$ cat src/rtl/spi_pkg.sv
// Package spi_pkg: state encoding and default frame geometry shared by the SPI slave engine.
// Imported by spi_slave_fsm; the optional MISO tri-state enable lives in the top (SPI_MISO_BUFE_EN).
package spi_pkg;

   localparam int   SPI_ADDR_W  = 7;
   localparam int   SPI_DATA_W  = 8;
   localparam logic SPI_RW_READ = 1'b1;

   typedef enum logic [2:0] {
      IDLE,
      GET_ADDR,
      READ_REQ,
      READ_WAIT,
      READ_SHIFT,
      WRITE_DATA,
      WRITE_STB,
      DONE
   } spi_state_t;

   function automatic int spi_max(input int a, input int b);
      return (a > b) ? a : b;
   endfunction

endpackage

$ cat src/rtl/spi_shift_reg.sv
// Generic MSB-first shift register with parallel load; parallel load takes priority over shifting.
// Used once for the receive path (header, then data) and once for the transmit path.
module spi_shift_reg #(
   parameter int WIDTH = 8
) (
   input  logic             clk,
   input  logic             reset,
   input  logic             serial_in,
   input  logic             shift_en,
   input  logic             parallel_load,
   input  logic [WIDTH-1:0] parallel_in,
   output logic [WIDTH-1:0] parallel_out,
   output logic             serial_out
);

   logic [WIDTH-1:0] data_q;

   always_ff @(posedge clk) begin
      if (reset) begin
         data_q <= '0;
      end else if (parallel_load) begin
         data_q <= parallel_in;
      end else if (shift_en) begin
         data_q <= {data_q[WIDTH-2:0], serial_in};
      end
   end

   assign parallel_out = data_q;
   assign serial_out   = data_q[WIDTH-1];

endmodule

$ cat src/rtl/spi_slave_fsm.sv
// SPI mode-0 slave protocol engine running entirely in the system clock domain on conditioned SCLK edge pulses.
// Optional macro SPI_MISO_BUFE_EN adds a miso_bufe output used to tri-state MISO at the top level.
module spi_slave_fsm
   import spi_pkg::*;
#(
   parameter int ADDR_WIDTH = SPI_ADDR_W,
   parameter int DATA_WIDTH = SPI_DATA_W
) (
   input  logic                  clk,
   input  logic                  reset,
   input  logic                  cs_n,
   input  logic                  mosi,
   input  logic                  sclk_posedge,
   input  logic                  sclk_negedge,
   input  logic [DATA_WIDTH-1:0] mem_rdata,
   output logic [ADDR_WIDTH-1:0] mem_addr,
   output logic [DATA_WIDTH-1:0] mem_wdata,
   output logic                  mem_we,
   output logic                  mem_re,
   output logic                  miso,
   output logic                  busy
`ifdef SPI_MISO_BUFE_EN
   ,
   output logic                  miso_bufe
`endif
);

   localparam int RX_W  = spi_max(ADDR_WIDTH + 1, DATA_WIDTH);
   localparam int CNT_W = $clog2(RX_W + 1);
   localparam logic [CNT_W-1:0] ADDR_LAST = CNT_W'(ADDR_WIDTH);
   localparam logic [CNT_W-1:0] DATA_LAST = CNT_W'(DATA_WIDTH - 1);

   spi_state_t       state, next_state;
   logic [CNT_W-1:0] cnt, cnt_next;
   logic             read_flag, read_flag_next;
   logic             rx_shift, tx_load, tx_shift, miso_upd;
   logic             addr_load, wdata_load, mem_we_c, mem_re_c;
   logic [RX_W-1:0]  rx_q, rx_next;
   logic             rx_serial;
   logic [DATA_WIDTH-1:0] tx_q;
   logic             tx_msb;
   logic             unused_bits;

   spi_shift_reg #(.WIDTH(RX_W)) u_rx (
      .clk           (clk),
      .reset         (reset),
      .serial_in     (mosi),
      .shift_en      (rx_shift),
      .parallel_load (1'b0),
      .parallel_in   ({RX_W{1'b0}}),
      .parallel_out  (rx_q),
      .serial_out    (rx_serial)
   );

   spi_shift_reg #(.WIDTH(DATA_WIDTH)) u_tx (
      .clk           (clk),
      .reset         (reset),
      .serial_in     (1'b0),
      .shift_en      (tx_shift),
      .parallel_load (tx_load),
      .parallel_in   (mem_rdata),
      .parallel_out  (tx_q),
      .serial_out    (tx_msb)
   );

   // Value the rx register takes on this posedge, so the last bit can be latched in the same cycle
   assign rx_next     = {rx_q[RX_W-2:0], mosi};
   assign unused_bits = ^{rx_serial, rx_q[RX_W-1], rx_next, tx_q};

   always_comb begin
      next_state     = state;
      cnt_next       = cnt;
      read_flag_next = read_flag;
      rx_shift       = 1'b0;
      tx_load        = 1'b0;
      tx_shift       = 1'b0;
      miso_upd       = 1'b0;
      addr_load      = 1'b0;
      wdata_load     = 1'b0;
      mem_we_c       = 1'b0;
      mem_re_c       = 1'b0;
      if (cs_n) begin
         next_state     = IDLE;
         cnt_next       = '0;
         read_flag_next = 1'b0;
      end else begin
         case (state)
            IDLE: next_state = GET_ADDR;
            GET_ADDR: begin
               if (sclk_posedge) begin
                  rx_shift = 1'b1;
                  if (cnt == ADDR_LAST) begin
                     addr_load = 1'b1;
                     cnt_next  = '0;
                     if (mosi == SPI_RW_READ) begin
                        next_state     = READ_REQ;
                        read_flag_next = 1'b1;
                     end else begin
                        next_state = WRITE_DATA;
                     end
                  end else begin
                     cnt_next = cnt + CNT_W'(1);
                  end
               end
            end
            READ_REQ: begin
               mem_re_c   = 1'b1;
               next_state = READ_WAIT;
            end
            READ_WAIT: begin
               tx_load    = 1'b1;
               next_state = READ_SHIFT;
            end
            // A negedge coinciding with a posedge is dropped
            READ_SHIFT: begin
               if (sclk_negedge && !sclk_posedge) begin
                  tx_shift = 1'b1;
                  miso_upd = 1'b1;
                  if (cnt == DATA_LAST) begin
                     cnt_next   = '0;
                     next_state = DONE;
                  end else begin
                     cnt_next = cnt + CNT_W'(1);
                  end
               end
            end
            WRITE_DATA: begin
               if (sclk_posedge) begin
                  rx_shift = 1'b1;
                  if (cnt == DATA_LAST) begin
                     wdata_load = 1'b1;
                     cnt_next   = '0;
                     next_state = WRITE_STB;
                  end else begin
                     cnt_next = cnt + CNT_W'(1);
                  end
               end
            end
            WRITE_STB: begin
               mem_we_c   = 1'b1;
               next_state = DONE;
            end
            DONE: next_state = DONE;
            default: next_state = IDLE;
         endcase
      end
   end

`ifndef SPI_MISO_BUFE_EN
   logic read_phase_next;
   assign read_phase_next = (next_state == READ_SHIFT) || ((next_state == DONE) && read_flag_next);
`endif

   always_ff @(posedge clk) begin
      if (reset) begin
         state     <= IDLE;
         cnt       <= '0;
         read_flag <= 1'b0;
         mem_addr  <= '0;
         mem_wdata <= '0;
         miso      <= 1'b0;
      end else begin
         state     <= next_state;
         cnt       <= cnt_next;
         read_flag <= read_flag_next;
         if (addr_load) begin
            mem_addr <= rx_next[ADDR_WIDTH:1];
         end
         if (wdata_load) begin
            mem_wdata <= rx_next[DATA_WIDTH-1:0];
         end
         // Without an external tri-state the line is parked low outside the read phase
         if (miso_upd) begin
            miso <= tx_msb;
         end
`ifndef SPI_MISO_BUFE_EN
         else if (!read_phase_next) begin
            miso <= 1'b0;
         end
`endif
      end
   end

   assign mem_we = mem_we_c & ~reset;
   assign mem_re = mem_re_c & ~reset;
   assign busy   = (state != IDLE);

`ifdef SPI_MISO_BUFE_EN
   assign miso_bufe = ~cs_n & ~reset & ((state == READ_SHIFT) || ((state == DONE) && read_flag));
`endif

endmodule

$ cat config.mk
export PLATFORM = sky130hd
export DESIGN_NAME = spi_slave_fsm
export DESIGN_NICKNAME = d
export VERILOG_FILES = /design/src/rtl/spi_pkg.sv /design/src/rtl/spi_shift_reg.sv /design/src/rtl/spi_slave_fsm.sv
export SDC_FILE = /design/constraint.sdc
export NUM_CORES = 1
export LEC_CHECK = 0
export ABC_AREA = 0
export ABC_CLOCK_PERIOD_IN_PS = 3600
export CORE_MARGIN = 2
export CORE_UTILIZATION = 49
export DETAILED_ROUTE_END_ITERATION = 6
export HOLD_SLACK_MARGIN = 0.08
export PLACE_DENSITY_LB_ADDON = 0.3
export SYNTH_ARGS = -nofsm -noshare
export SYNTH_HDL_FRONTEND = slang
export SYNTH_HIERARCHICAL = 1
export SYNTH_SLANG_ARGS = --single-unit
$ cat constraint.sdc
create_clock -name clk -period 3.6 [get_ports clk]
set_input_delay 0.36 -clock clk [delete_from_list [all_inputs] [get_ports clk]]
set_output_delay 0.36 -clock clk [all_outputs]
set_load 0.02 [all_outputs]
# Word level (Yosys, flattened, before mapping)
# Cells that the tools add are included.
# W data, S select, Z words.
dict set report word_totals {
  inputBits 14
  regBits 39
  elab_cells 77
}
dict set report op_classes {
  bitwise_logic 3
  n_reduce_logical 12
  muxes 40
  addsub 1
  n_eq_ne 13
}
# op count
set op_table {}
lappend op_table {{$mux W1} 25}
lappend op_table {{$mux W3} 8}
lappend op_table {{$pmux W3 S7} 1}
lappend op_table {{$eq A3 B3 Y1 const B} 6}
lappend op_table {{$mux W8} 2}
lappend op_table {{$mux W4} 3}
lappend op_table {{$pmux W4 S2} 1}
lappend op_table {{$eq A3 B2 Y1 const B} 2}
lappend op_table {{$reduce_or A2 Y1} 3}
lappend op_table {{$add A4 B1 Y4 const B} 1}
lappend op_table {{$eq A4 B3 Y1 const B} 1}
lappend op_table {{$ne A2 B2 Y1 const B} 2}
lappend op_table {{$reduce_bool A2 Y1} 2}
lappend op_table {{$eq A3 B1 Y1 const B} 1}
lappend op_table {{$logic_not A3 Y1} 1}
lappend op_table {{$reduce_and A3 Y1} 1}
lappend op_table {{$reduce_bool A3 Y1} 1}
lappend op_table {{$and A1 B1 Y1} 2}
lappend op_table {{$logic_and A1 B1 Y1} 2}
lappend op_table {{$ne A2 B1 Y1 const B} 1}
lappend op_table {{$logic_not A1 Y1} 1}
lappend op_table {{$logic_or A1 B1 Y1} 1}
lappend op_table {{$not A1 Y1} 1}

# Depth between registers and ports, before layout
dict set report depth {
  ltp_word 10
  depth_mapped 7
  mapped_depth_nobuf 6
}

# Modules after synthesis
# Netlist, hierarchy kept.
# module area_per_inst_um2 cells_per_inst seq_area_each_um2 instances
set by_module_without_submodules {}
lappend by_module_without_submodules {spi_slave_fsm 1142.3 130 480.5 1}
lappend by_module_without_submodules {spi_shift_reg 376.6 36 160.2 2}

# Least setup slack after synthesis
# No wires, ideal clock.
dict set report synth_path {
  path_type {in2out}
  startpoint {input port reset}
  endpoint {output port mem_re}
  cell_stages 4
  t_arrival_ns 1.528
  n_path_buf 2
  path_slack_ns 1.712
  cell_sequence {clkbuf_1 or2_1 clkbuf_1 nor4_1}
}
dict set report synth_via {
  elab_chain_len 2
}
# element line_no
set synth_rtl {}
lappend synth_rtl {{start: declaration} spi_slave_fsm.sv:10} ;# input logic reset,
lappend synth_rtl {{$not A1 Y1} spi_slave_fsm.sv:185} ;# assign mem_re = mem_re_c & ~reset;
lappend synth_rtl {{$and A1 B1 Y1} spi_slave_fsm.sv:185}
lappend synth_rtl {{end: declaration} spi_slave_fsm.sv:19} ;# output logic mem_re,
# No other way between the ends.

# Final worst setup path
dict set report layout_path {
  startpoint {input port cs_n}
  endpoint {output port mem_we}
}
dict set report layout_via {
  elab_chain_len 2
}
# element line_no
set layout_rtl {}
lappend layout_rtl {{start: declaration} spi_slave_fsm.sv:11} ;# input logic cs_n,
lappend layout_rtl {{$mux W1} spi_slave_fsm.sv:82} ;# if (cs_n) begin
lappend layout_rtl {{$and A1 B1 Y1} spi_slave_fsm.sv:184} ;# assign mem_we = mem_we_c & ~reset;
lappend layout_rtl {{end: declaration} spi_slave_fsm.sv:18} ;# output logic mem_we,
# No other way between the ends.

==> run_results.csv <==
group,metric,value,unit
outcome,run_status,"finished clean",
cts,clkSinkCount,39,
timing,number_of_failing_setup_endpoints_in_the_final_timing_report,0,
power,leakagePower,0.000853,uW
global_routing,grtUsageTotal,0.195,
floorplan,row_count,22,
timing,timing.fmax,397,MHz
finish,area_delta_synth_final,26.4,%
finish,final_instance_area,0.00232,mm2
cts,cts_resized,0,
floorplan,die_w,65.2,um
worst_setup_path,slowest_stage,"clkdlybuf4s50_1",
detailed_routing,drtIter0Drc,79,
timing,fin_skew,3.42,ps
timing,tns,0,ps
timing,finalCriticalPeriod,2520,ps
finish,post_route_cells_drive_above_1_share,0.0779,
cts,worst_skew_pair.late_latency,290,ps
floorplan,pin_count,33,
synth,count_of_mapped_cells_out_of_synthesis,196,
floorplan,dieHeight,65.2,um
global_routing,globalRouteOverflowTotal,0,
cts,ctsRootBufferMaster,"clkbuf_8",
cts,postCtsSetupRepairBufs,0,
cts,htreeDepth,2,
detailed_routing,post-route-drc-count,0,
worst_hold_path,hold_path_startpoint,"mem_wdata[4]$_SDFFE_PP0P_",
floorplan,initial_core_util,0.506,
finish,final_nets,258,
synth,synthesis.area_per_instance,9.37,um2
worst_setup_path,critPathMaxFanout,9,
worst_setup_path,critPathMostFrequentCell,"clkdlybuf4s50_1",
place,place.detailed.hpwl,2700,um
detailed_routing,detail_route.vias_per_cell,5.24,
cts,ctsHoldBuffers,0,
global_routing,grt_first_pass_wirelength,6290,um
cts,clk_pin_slew_worst_paths,70,ps
detailed_routing,wl,3790,um
floorplan,design.core.area,0.00363,mm2
cts,cts_buffers,5,
worst_setup_path,crit_start,"cs_n",
detailed_routing,drtPass1Iterations,4,
cts,clk_path_buf_depth,2,
job,timing.max_cap.violations,0,
timing,timing.final.crit_share,0.700,
timing,worst_hold_slack,454,ps
finish,insertedDiodeCount,0,
power,ratio_of_total_power_to_cell_area,338,mW/mm2
worst_setup_path,crit_path_start_kind,"primary input",
timing,timing.slew.headroom,0.447,
place,quantity_of_i_o_buffers_inserted_on_ports,32,
worst_setup_path,timing.setup.critical_path_class,"primary input to output port",
detailed_routing,wl_per_cell,13.0,um
worst_setup_path,setup.worst_path.end_class,"output port",
worst_hold_path,timing.hold.worst.class,"register to register",
timing,max_slew_violation_total_from_the_final_report,0,
worst_setup_path,crit_arrival,2160,ps
place,post_dp_cell_area,0.00224,mm2
timing,timing_worst_slew_pin_value,823,ps
worst_setup_path,reg2reg_from,"state[0]$_SDFF_PP0_",
detailed_routing,ant_nets,0,
global_routing,grt_pass1_vias,1350,
timing,report.final.hold_viol_count,0,
floorplan,die_area,0.00425,mm2
place,gpl.final_weighted_congestion,0.931,
synth,synthesis.area,0.00184,mm2
worst_setup_path,cpLargestDelayFamily,"buffers and inverters",
synth,synthesis.yosys.warnings,6,
worst_setup_path,crit_path_cell_trace,"clkdlybuf4s50_1 > or2_1 > nor4_1 > clkdlybuf4s50_1",
global_routing,grt_max_degree,32,
power,vdd_drop_max,0.352,mV
worst_setup_path,critical-path-max-stage-delay,650,ps
worst_setup_path,worst_ep_required_time,3240,ps
detailed_routing,route.vias.total,1529,
timing,rsz0062_at_grt,"no",
worst_setup_path,critPathBufInv,2,
cts,tritoncts,"built",
global_routing,grt_antenna_before_repair,0,
[cells in the final DEF, fill, tap and decap left out, types with 2 or more instances in the layout]
cell              n
nor2_1           16
a21oi_1           9
clkbuf_8          5
inv_2             2
dfxtp_1          39
buf_4             3
nor4_1            3
or3_1             2
a211oi_1         16
nor2b_1          17
conb_1           16
clkdlybuf4s50_1  32
nor3_1            2
mux2i_1          24
inv_1             7
clkbuf_1          2
nand2_1          14
nand3_1           8
[final cells by class]
class                      count  area [um2]
clock buffer                   7        76.3
sequential                    39         781
timing repair buffer          35         343
fill                         332        1310
inverter                       9        33.8
tap                           48        60.1
clock inverter                 1        5.00
multi-input combinational    153        1020
[path summary, 6_finish.rpt]
kind	to	slack (ps)	cells after the start
worst max-delay path	mem_we	1080	4
worst min-delay path	mem_wdata[4]$_SDFFE_PP0P_	450	2
worst max register to register	u_tx/parallel_out[4]$_SDFFE_PP0P_	1490	4
worst min register to register	mem_wdata[4]$_SDFFE_PP0P_	450	2
[worst register-to-register path, stage by stage (launching register included)]
cell      delay (ps)
dfxtp_1          560
or2b_4           350
nor3_1           640
inv_2            200
a211oi_1         270
[where the power goes]
part / internal, uW / total [uW] / switching, uW / leakage (uW)
Combinational: 29.3 / 56.0 / 26.7 / 0.000494
Clock: 136 / 282 / 147 / 0.0000422
Sequential: 438 / 446 / 8.18 / 0.000316
[per-layer routing]
metal / wire [um] / share of wire / track usage / vias to the layer above
met2: 1780 / 0.47 / 0.305 / 36
met5: 0 / 0 / 0 / -
met3: 189 / 0.050 / 0.0565 / 5
met1: 1770 / 0.47 / 0.259 / 713
met4: 51 / 0.013 / 0.0625 / 0
li1: - / - / - / 775
[metrics by stage]
step | worst slack (ps) | util | total power [uW] | std cells
after floorplan | 1710 | - | 486 | 211
after global placement | 1120 | 0.616 | 510 | 284
after detailed placement | 1080 | 0.616 | 510 | 284
after CTS | 1070 | 0.639 | 789 | 292
after global routing | 967 | 0.639 | 821 | 292
final | 1080 | 0.639 | 784 | 292
[flip-flops by register name, indices dropped and copies added, names as in the netlist]
| name | count |
|---|---|
| mem_wdata | 8 |
| u_tx/parallel_out | 8 |
| mem_addr | 7 |
| u_rx/parallel_out | 7 |
| cnt | 4 |
| state | 3 |
| miso | 1 |
| read_flag | 1 |
Power figures use the tool's default switching activity.
